$ cat src/rtl/pop_store_if.sv
// ---------------------------------------------------------------------------
// pop_store_if
// Bundles the write, read and status signals of the population store.
//   wr_valid/wr_child1/wr_child2/wr_fit1/wr_fit2 : child pair offered for storage
//   wr_ready                                     : store accepts a pair this cycle
//   rd_req                                       : request the next chromosome pair
//   rd_valid/rd_chrom1/rd_chrom2                 : registered read data
//   best_chrom/best_fit                          : best chromosome seen since reset
//   gen_count/finished                           : generation progress
// master = client side (GA pipeline / bench), slave = pop_store.
// ---------------------------------------------------------------------------
interface pop_store_if;
    logic                wr_valid;
    logic        [31:0]  wr_child1;
    logic        [31:0]  wr_child2;
    logic signed [26:0]  wr_fit1;
    logic signed [26:0]  wr_fit2;
    logic                wr_ready;
    logic                rd_req;
    logic                rd_valid;
    logic        [31:0]  rd_chrom1;
    logic        [31:0]  rd_chrom2;
    logic        [31:0]  best_chrom;
    logic signed [26:0]  best_fit;
    logic        [15:0]  gen_count;
    logic                finished;

    modport master (
        output wr_valid, wr_child1, wr_child2, wr_fit1, wr_fit2, rd_req,
        input  wr_ready, rd_valid, rd_chrom1, rd_chrom2,
               best_chrom, best_fit, gen_count, finished
    );

    modport slave (
        input  wr_valid, wr_child1, wr_child2, wr_fit1, wr_fit2, rd_req,
        output wr_ready, rd_valid, rd_chrom1, rd_chrom2,
               best_chrom, best_fit, gen_count, finished
    );
endinterface

$ cat src/rtl/pop_store.sv
// ---------------------------------------------------------------------------
// pop_store
// Population storage for a genetic-algorithm pipeline. Child pairs are written
// two entries at a time into a circular buffer of POP_SIZE chromosomes; the
// fitness stage reads pairs back in the same circular order. The block tracks
// the best chromosome ever written and counts completed generations, stopping
// after MAX_GEN of them.
// Ports:
//   clk   : single clock, posedge
//   reset : synchronous, active-high
//   bus   : pop_store_if.slave (write pair, read pair, best/generation status)
// ---------------------------------------------------------------------------
module pop_store #(
    parameter int POP_SIZE = 16,
    parameter int MAX_GEN  = 100
) (
    input  logic       clk,
    input  logic       reset,
    pop_store_if.slave bus
);
    localparam int DATA_W = 32;
    localparam int FIT_W  = 27;
    localparam int PTR_W  = $clog2(POP_SIZE);

    localparam logic signed [FIT_W-1:0] FIT_MIN   = {1'b1, {(FIT_W-1){1'b0}}};
    localparam logic        [PTR_W-1:0] LAST_PAIR = PTR_W'(POP_SIZE - 2);
    localparam logic        [15:0]      GEN_LIMIT = 16'(MAX_GEN);

    typedef enum logic [1:0] {FILL, RUN, DONE} state_t;

    state_t                   state;
    logic [PTR_W-1:0]         wr_ptr;
    logic [PTR_W-1:0]         rd_ptr;
    logic                     wr_ready_q;
    logic                     finished_q;
    logic [15:0]              gen_q;
    logic                     rd_vld_p1;
    logic [DATA_W-1:0]        rd1_p1;
    logic [DATA_W-1:0]        rd2_p1;
    logic [DATA_W-1:0]        best_chrom_q;
    logic signed [FIT_W-1:0]  best_fit_q;

    // Storage is data only: never reset, only read once the first fill is done.
    logic [DATA_W-1:0]        mem [POP_SIZE];

    logic                     wr_acc;
    logic                     wr_wrap;
    logic                     rd_acc;
    logic [PTR_W-1:0]         wr_ptr_odd;
    logic [PTR_W-1:0]         rd_ptr_odd;
    logic [15:0]              gen_next;
    logic [DATA_W-1:0]        cand_chrom;
    logic signed [FIT_W-1:0]  cand_fit;

    // Child2 wins only on strictly larger fitness; ties go to child1.
    function automatic logic pick_child2(input logic signed [FIT_W-1:0] f1,
                                         input logic signed [FIT_W-1:0] f2);
        return f2 > f1;
    endfunction

    // Strict signed improvement over the current best.
    function automatic logic improves(input logic signed [FIT_W-1:0] cand,
                                      input logic signed [FIT_W-1:0] best);
        return cand > best;
    endfunction

    always_comb begin
        wr_acc     = bus.wr_valid && wr_ready_q;
        wr_wrap    = (wr_ptr == LAST_PAIR);
        rd_acc     = bus.rd_req && (state == RUN);
        // Pointers always sit on even entries, so the partner entry is ptr|1.
        wr_ptr_odd = {wr_ptr[PTR_W-1:1], 1'b1};
        rd_ptr_odd = {rd_ptr[PTR_W-1:1], 1'b1};
        gen_next   = gen_q + 16'd1;
        cand_chrom = bus.wr_child1;
        cand_fit   = bus.wr_fit1;
        if (pick_child2(bus.wr_fit1, bus.wr_fit2)) begin
            cand_chrom = bus.wr_child2;
            cand_fit   = bus.wr_fit2;
        end
    end

    // Write port; reset suppresses a same-cycle write.
    always_ff @(posedge clk) begin
        if (!reset && wr_acc) begin
            mem[wr_ptr]     <= bus.wr_child1;
            mem[wr_ptr_odd] <= bus.wr_child2;
        end
    end

    // Control, read pipeline (_p1) and best tracking. The read samples mem at
    // the same edge as a write, so a colliding read sees the old contents.
    always_ff @(posedge clk) begin
        if (reset) begin
            state        <= FILL;
            wr_ptr       <= '0;
            rd_ptr       <= '0;
            wr_ready_q   <= 1'b1;
            finished_q   <= 1'b0;
            gen_q        <= '0;
            rd_vld_p1    <= 1'b0;
            rd1_p1       <= '0;
            rd2_p1       <= '0;
            best_chrom_q <= '0;
            best_fit_q   <= FIT_MIN;
        end else begin
            rd_vld_p1 <= rd_acc;
            if (rd_acc) begin
                rd1_p1 <= mem[rd_ptr];
                rd2_p1 <= mem[rd_ptr_odd];
                rd_ptr <= rd_ptr + PTR_W'(2);
            end

            if (wr_acc) begin
                wr_ptr <= wr_ptr + PTR_W'(2);
                if (improves(cand_fit, best_fit_q)) begin
                    best_chrom_q <= cand_chrom;
                    best_fit_q   <= cand_fit;
                end
            end

            case (state)
                FILL: begin
                    if (wr_acc && wr_wrap) begin
                        state <= RUN;
                    end
                end
                RUN: begin
                    if (wr_acc && wr_wrap) begin
                        gen_q <= gen_next;
                        if (gen_next == GEN_LIMIT) begin
                            state      <= DONE;
                            wr_ready_q <= 1'b0;
                            finished_q <= 1'b1;
                        end
                    end
                end
                DONE: begin
                    state <= DONE;
                end
                default: begin
                    state <= FILL;
                end
            endcase
        end
    end

    assign bus.wr_ready   = wr_ready_q;
    assign bus.rd_valid   = rd_vld_p1;
    assign bus.rd_chrom1  = rd1_p1;
    assign bus.rd_chrom2  = rd2_p1;
    assign bus.best_chrom = best_chrom_q;
    assign bus.best_fit   = best_fit_q;
    assign bus.gen_count  = gen_q;
    assign bus.finished   = finished_q;

endmodule
$ cat src/flat_wrapper.sv
// flat-port wrapper written by rule: the top's interface ports become plain ports
module pop_store_flat 
#(
    parameter int POP_SIZE = 16,
    parameter int MAX_GEN  = 100
)
  (clk, reset, bus_wr_valid, bus_wr_child1, bus_wr_child2, bus_wr_fit1, bus_wr_fit2, bus_rd_req, bus_wr_ready, bus_rd_valid, bus_rd_chrom1, bus_rd_chrom2, bus_best_chrom, bus_best_fit, bus_gen_count, bus_finished);
  pop_store_if bus_i ();
  input  logic clk;
  input  logic reset;
  input wire logic [$bits(bus_i.wr_valid)-1:0] bus_wr_valid;
  input wire logic [$bits(bus_i.wr_child1)-1:0] bus_wr_child1;
  input wire logic [$bits(bus_i.wr_child2)-1:0] bus_wr_child2;
  input wire logic [$bits(bus_i.wr_fit1)-1:0] bus_wr_fit1;
  input wire logic [$bits(bus_i.wr_fit2)-1:0] bus_wr_fit2;
  input wire logic [$bits(bus_i.rd_req)-1:0] bus_rd_req;
  output wire logic [$bits(bus_i.wr_ready)-1:0] bus_wr_ready;
  output wire logic [$bits(bus_i.rd_valid)-1:0] bus_rd_valid;
  output wire logic [$bits(bus_i.rd_chrom1)-1:0] bus_rd_chrom1;
  output wire logic [$bits(bus_i.rd_chrom2)-1:0] bus_rd_chrom2;
  output wire logic [$bits(bus_i.best_chrom)-1:0] bus_best_chrom;
  output wire logic [$bits(bus_i.best_fit)-1:0] bus_best_fit;
  output wire logic [$bits(bus_i.gen_count)-1:0] bus_gen_count;
  output wire logic [$bits(bus_i.finished)-1:0] bus_finished;
  assign bus_i.wr_valid = bus_wr_valid;
  assign bus_i.wr_child1 = bus_wr_child1;
  assign bus_i.wr_child2 = bus_wr_child2;
  assign bus_i.wr_fit1 = bus_wr_fit1;
  assign bus_i.wr_fit2 = bus_wr_fit2;
  assign bus_i.rd_req = bus_rd_req;
  assign bus_wr_ready = bus_i.wr_ready;
  assign bus_rd_valid = bus_i.rd_valid;
  assign bus_rd_chrom1 = bus_i.rd_chrom1;
  assign bus_rd_chrom2 = bus_i.rd_chrom2;
  assign bus_best_chrom = bus_i.best_chrom;
  assign bus_best_fit = bus_i.best_fit;
  assign bus_gen_count = bus_i.gen_count;
  assign bus_finished = bus_i.finished;
  pop_store #(.POP_SIZE(POP_SIZE), .MAX_GEN(MAX_GEN)) u_core (.clk(clk), .reset(reset), .bus(bus_i));
endmodule
$ cat config.mk
export PLATFORM = sky130hd
export DESIGN_NAME = pop_store_flat
export DESIGN_NICKNAME = d
export VERILOG_FILES = /design/src/rtl/pop_store_if.sv /design/src/rtl/pop_store.sv /design/src/flat_wrapper.sv
export SDC_FILE = /design/constraint.sdc
export NUM_CORES = 1
export LEC_CHECK = 0
export BUFFER_PORTS_ARGS = -buffer_cell sky130_fd_sc_hd__buf_2
export CAP_MARGIN = 20
export CORE_ASPECT_RATIO = 0.8
export CORE_UTILIZATION = 35
export CTS_CLUSTER_SIZE = 30
export DETAILED_ROUTE_END_ITERATION = 6
export GPL_ROUTABILITY_DRIVEN = 0
export PLACE_DENSITY = 0.6
export SLEW_MARGIN = 5
export SYNTH_ARGS = -nofsm -noshare
export SYNTH_HDL_FRONTEND = slang
export SYNTH_SLANG_ARGS = --single-unit
$ cat constraint.sdc
create_clock -name clk -period 16.85 [get_ports clk]
set_input_delay 1.685 -clock clk [delete_from_list [all_inputs] [get_ports clk]]
set_output_delay 1.685 -clock clk [all_outputs]
set_load 0.01 [all_outputs]
==> run_results.csv, run 1 <==
group,metric,value,unit
detailed_routing,initialDrtViolationCount,1088,
floorplanning,boundaryPins,264,
pwr,p_clk_share,39.9,%
floorplanning,rows,90,
detailed_routing,first_pass_iters,5,
clocking,clock-sinks,662,
clocking,cts_resized,0,
final_layout,area_growth,17.6,%
floorplanning,dieArea,78100,um2
clocking,cts-root-buf,"clkbuf_16",
global_routing,grt_overflow_total,0,
timing,slew_violations,0,
detailed_routing,remaining_drc_errors,0,
timing,finalCriticalPeriod,7.36,ns
clocking,htreeDepth,3,
worst_setup_path,crit_path_start_kind,"primary input",
timing,setup_tns,0,ns
global_routing,grt_pass1_vias,15600,
detailed_routing,routedWlPerCell,23.3,um
global_routing,grt_pass1_wl,102000,um
detailed_routing,num_vias,15100,
yosys,synth_area_leaders,"edfxtp_1, dfxtp_1, mux4_2, mux2i_1, ha_1",
floorplanning,die_width,312,um
clocking,cts_buffers,71,
placement,postPlaceCellArea,29400,um2
worst_setup_path,critPathLaunch,"bus_wr_fit1[18]",
flow_run,cap_violations,0,
yosys,synth_area_leader_cell,"edfxtp_1",
yosys,syn_nets,1775,
pwr,p_int,2.91,mW
pwr,p_switching,0.980,mW
worst_setup_path,critPathRequiredTime,17.32,ns
worst_setup_path,cp-end-kind,"flip-flop",
floorplanning,core_area,75800,um2
yosys,syn_area_per_cell,16.9,um2
yosys,ys_seq_area_share,68.2,%
final_layout,fin_nets,2044,
yosys,syn-cell-area,26900,um2
floorplanning,die_h,250,um
pwr,finalPower,3.89,mW
final_layout,nFillCells,6690,
timing,setup_viol,0,
detailed_routing,viasPerCell,5.13,
clocking,insertion_delay,0.62,ns
placement,hpwl,42100,um
yosys,yosys.area.top_type_share,57.1,%
yosys,ys_ff_latch,662,
placement,port_buffers,263,
timing,worstMarginPinSlew,1.02,ns
worst_setup_path,cp.arrival,7.83,ns
clocking,cts_hold_buf,0,
pwr,p_leak,11.0,nW
clocking,tritoncts,"built",
min_path,hold_path.class,"flip-flop to flip-flop",
timing,fin_ws,9.49,ns
pwr,pwr-share-comb,11.8,%
clocking,post_cts_buffers,0,
clocking,cts_buffer_depth,3,
final_layout,drive_above_1_share,31.3,%
global_routing,antenna_found_initial,17,
pwr,seq_power_share,48.3,%
final_layout,stdcell_area,31700,um2
timing,hold_viol,0,
yosys,synth-edff-count,512,
global_routing,track_usage,17.5,%
timing,finClkSkew,0.0169,ns
placement,place_inst,2801,
yosys,synth_ff_type,"edfxtp_1",
timing,slew_headroom,31.9,%
timing,clock.fmax,136,MHz
pwr,peakVddDrop,64.4,uV
detailed_routing,ant_nets,0,
min_path,min_from,"u_core.bus.finished",
global_routing,grt_max_degree,85,
timing,period_share,43.7,%
worst_setup_path,r2r_start,"u_core.bus.best_fit[10]",
timing,timing.hold.ws,0.468,ns
yosys,ys_warn_count,0,
yosys,syn_inst,1593,
final_layout,stdcell_count,2938,
worst_setup_path,crit_type,"primary input to flip-flop",
detailed_routing,routed_wl,68300,um
status,status,"finished clean",
clocking,path_clk_slew,0.06,ns
yosys,netlist-cell-type-count,60,
pwr,power_density,123,nW/um2
final_layout,final_common_cell,"edfxtp_1",
floorplanning,start_util,35.6,%
pwr,sw_frac_of_total,25.2,%
final_layout,layout_common_cells,"edfxtp_1, buf_2, dfxtp_1, mux4_2, mux2i_1",
placement,dp_slack,8.86,ns
worst_setup_path,critPathMaxFanout,35,
final_layout,finalCoreUtilization,41.8,%
yosys,async_reset_ff_share,0,%
timing,rsz0062_at_grt,"no",
[cell type report]
class | count | area [um2] | area share, %
Sequential cell | 662 | 18400 | 58.0
Multi-Input combinational cell | 774 | 7930 | 25.0
Clock buffer | 90 | 1900 | 5.99
Timing Repair Buffer | 290 | 1540 | 4.86
Tap cell | 1012 | 1270 | 4.00
Clock inverter | 40 | 412 | 1.30
Inverter | 63 | 236 | 0.746
Antenna cell | 7 | 17.5 | 0.0553
[power groups by stage]
stage / Sequential, mW / Clock [mW] / Combinational [mW]
floorplan: 1.92 / 0 / 0.250
global placement: 1.91 / 0 / 0.445
detailed placement: 1.91 / 0 / 0.460
CTS: 1.88 / 1.60 / 0.462
global route: 1.88 / 1.65 / 0.504
finish: 1.88 / 1.55 / 0.459
[worst paths after layout]
path | to | slack [ns] | depth (start not counted)
worst min-delay path | u_core.bus.finished | 0.47 | 2
worst min register to register | u_core.bus.finished | 0.47 | 2
worst max register to register | u_core.bus.best_chrom[19] | 13.06 | 9
worst max-delay path | u_core.bus.best_chrom[19] | 9.49 | 20
[metal layers]
layer	vias to the layer above	GRT usage, %	share of wire, %
li1	6860	-	-
met1	7682	24.1	45
met2	426	26.7	45
met3	105	5.39	7.6
met4	12	4.90	2.3
met5	-	0	0.11
[synth_stat cells (5+ instances only)]
cell	count
nand3_1	10
o21ba_2	23
mux2i_1	98
a21oi_1	62
buf_2	23
buf_1	9
mux2_2	5
xnor2_1	5
mux2_4	22
o21ai_0	11
a211oi_1	69
mux4_2	128
edfxtp_1	512
xor2_1	14
nor2_1	93
o31ai_1	58
nand4_1	16
nor3_1	12
inv_1	62
clkbuf_1	55
nand2_1	35
dfxtp_1	150
ha_1	60
[flip-flops by register name, indices dropped and copies added, names as in the netlist]
| register | count |
|---|---|
| u_core.wr_ptr | 3 |
| u_core.bus.finished | 1 |
| u_core.rd_ptr | 3 |
| u_core.state | 2 |
| u_core.bus.rd_valid | 1 |
| u_core.bus.rd_chrom1 | 32 |
| u_core.bus.best_fit | 27 |
| u_core.bus.gen_count | 16 |
| u_core.bus.best_chrom | 32 |
| u_core.mem | 512 |
| u_core.bus.rd_chrom2 | 32 |
| u_core.bus.wr_ready | 1 |
[critical path, cell delays in order]
cell and delay (ns):
buf_2 0.09, inv_1 0.04, ha_1 0.30, nand4_1 0.17, nor3_1 0.31, nand2_1 0.11
o211ai_2 0.23, mux2i_4 0.24, buf_4 0.45, buf_4 0.63, mux2_2 0.43, ha_1 0.29
a21o_1 0.16, a21o_1 0.17, a221oi_1 0.23, o31a_1 0.25, and4b_4 0.63, buf_4 0.42
or2_2 0.70, a21oi_1 0.16
[logic make-up (layout without fill, tap and decap cells)]
kind of cell,Yosys count,in the layout,share of synthesized area [%]
compound gates,246,246,6.56
xor+xnor,19,19,0.618
fa+ha+maj,60,60,2.79
buf+inv,157,483,2.59
flops,662,662,68.2
mux,254,254,15.9
other cells,0,7,0
simple gates,195,195,3.38
(Power assumes the default switching activity.)
==> run 2, diff against run 1 <==
Clock period 16.85 ns to 7.5 ns, I/O delays scaled along.
==> run_results.csv, run 2 (synthesis gave the netlist of run 1 again) <==
group,metric,value,unit
status,status,"finished clean",
flow_run,cap_violations,0,
clocking,tritoncts,"built",
timing,hold_viol,0,
floorplanning,start_util,35.6,%
min_path,hold_path.class,"primary input to flip-flop",
detailed_routing,num_vias,15200,
detailed_routing,routed_wl,69700,um
worst_setup_path,critPathRequiredTime,7.95,ns
global_routing,grt_pass1_vias,15700,
detailed_routing,wl_met2,32500,um
global_routing,track_usage,17.8,%
detailed_routing,routedWlPerCell,23.7,um
timing,rsz0062_at_grt,"no",
timing,setup_tns,0,ns
final_layout,seqCellArea,18400,um2
worst_setup_path,cp-end-kind,"flip-flop",
clocking,path_clk_slew,0.06,ns
global_routing,grt_pass1_wl,103000,um
clocking,cts_hold_buf,0,
timing,finClkSkew,0.0176,ns
final_layout,final_common_cell,"edfxtp_1",
floorplanning,rows,90,
worst_setup_path,crit_type,"primary input to flip-flop",
detailed_routing,viasPerCell,5.18,
detailed_routing,ant_nets,0,
clocking,cts_buffer_depth,3,
clocking,cts_resized,0,
detailed_routing,first_pass_iters,4,
worst_setup_path,critPathMaxFanout,33,
floorplanning,die_h,250,um
final_layout,largest_reg_flops,512,
clocking,insertion_delay,0.62,ns
global_routing,antenna_found_initial,12,
clocking,cts_buffers,72,
clocking,htreeDepth,3,
clocking,post_cts_buffers,0,
placement,hpwl,41700,um
detailed_routing,maxUsedRoutingLayer,"met5",
final_layout,finalCoreUtilization,41.9,%
global_routing,grt_max_degree,88,
final_layout,layout_common_cells,"edfxtp_1, buf_2, dfxtp_1, mux4_2, mux2i_1",
final_layout,area_growth,18.0,%
final_layout,fin_nets,2047,
pwr,peakVddDrop,154,uV
final_layout,nFillCells,6788,
final_layout,regMostFlops,"u_core.mem",
detailed_routing,initialDrtViolationCount,1122,
floorplanning,boundaryPins,264,
floorplanning,dieArea,78100,um2
floorplanning,core_area,75800,um2
placement,port_buffers,263,
clocking,cts-root-buf,"clkbuf_16",
timing,slew_headroom,30.0,%
detailed_routing,remaining_drc_errors,0,
timing,worstMarginPinSlew,1.05,ns
pwr,p_leak,11.0,nW
worst_setup_path,cp.arrival,6.20,ns
final_layout,drive_above_1_share,31.2,%
global_routing,grt_overflow_total,0,
timing,setup_viol,0,
final_layout,multi_input_area,7950,um2
floorplanning,die_width,312,um
timing,period_share,76.7,%
pwr,power_density,275,nW/um2
detailed_routing,wl_met1,30000,um
detailed_routing,wl_met3,5700,um
clocking,clock-sinks,662,
timing,slew_violations,0,
worst_setup_path,crit_path_start_kind,"primary input",
timing,clock.fmax,174,MHz
timing,finalCriticalPeriod,5.75,ns
## run 2: worst max-delay path: stages
cell and delay (ns):
buf_2 0.09, inv_1 0.04, ha_1 0.31, nand4_1 0.18, nor3_1 0.28, nand2_1 0.12, o211ai_2 0.27, mux2i_4 0.58
buf_4 0.37, buf_4 0.34, mux2_4 0.34, ha_1 0.30, nand4_1 0.14, nor3_1 0.08, a21oi_1 0.22, nand2_1 0.13
a21oi_4 0.62, or2_2 0.86, a21oi_1 0.17
## run 2: power breakdown
part,switching (mW),internal [mW],leakage [nW]
clock,1.47,2.04,1.14
combinational,0.621,0.402,4.04
sequential,0.113,4.11,5.85
total,2.20,6.55,11.0
## run 2: path summary, 6_finish.rpt
kind / start / to / slack, ns / cells past startpoint
setup / recovery: bus_wr_fit1[18] / u_core.bus.best_chrom[29] / 1.75 / 19
setup reg to reg: u_core.bus.best_fit[26] / u_core.bus.best_chrom[29] / 4.08 / 9
hold reg to reg: u_core.bus.finished / u_core.bus.finished / 0.47 / 2
hold / removal: bus_rd_req / u_core.bus.rd_valid / 0.42 / 3
## run 2: cell type report
class	instances	area share [%]
inverters	63	0.744
flip-flops and latches	662	57.9
clock inverters	29	0.917
multi-input cells	774	25.0
repair buffers	292	5.05
diodes	6	0.0472
well taps	1012	3.98
clock buffers	104	6.40
## run 2: per-stage QoR
stage / hold WS (ns) / instance area [um2] / instances / total power, mW / worst slack, ns
5_1_grt: 0.393 / 31800 / 2937 / 9.09 / 1.46
3_5_place_dp: 0.463 / 29400 / 2801 / 5.32 / 1.14
3_3_place_gp: 0.459 / 29400 / 2799 / 5.29 / 1.30
6_report: 0.416 / 31800 / 2942 / 8.75 / 1.75
2_1_floorplan: 0.462 / 27000 / 1593 / 4.88 / 1.51
4_1_cts: 0.366 / 31700 / 2934 / 8.84 / 1.80
## run 2: metal layers
layer | global-route usage [%] | up-vias
met2 | 28.2 | 461
met4 | 4.64 | 8
li1 | - | 6856
met5 | 0 | -
met1 | 23.7 | 7802
met3 | 5.63 | 104
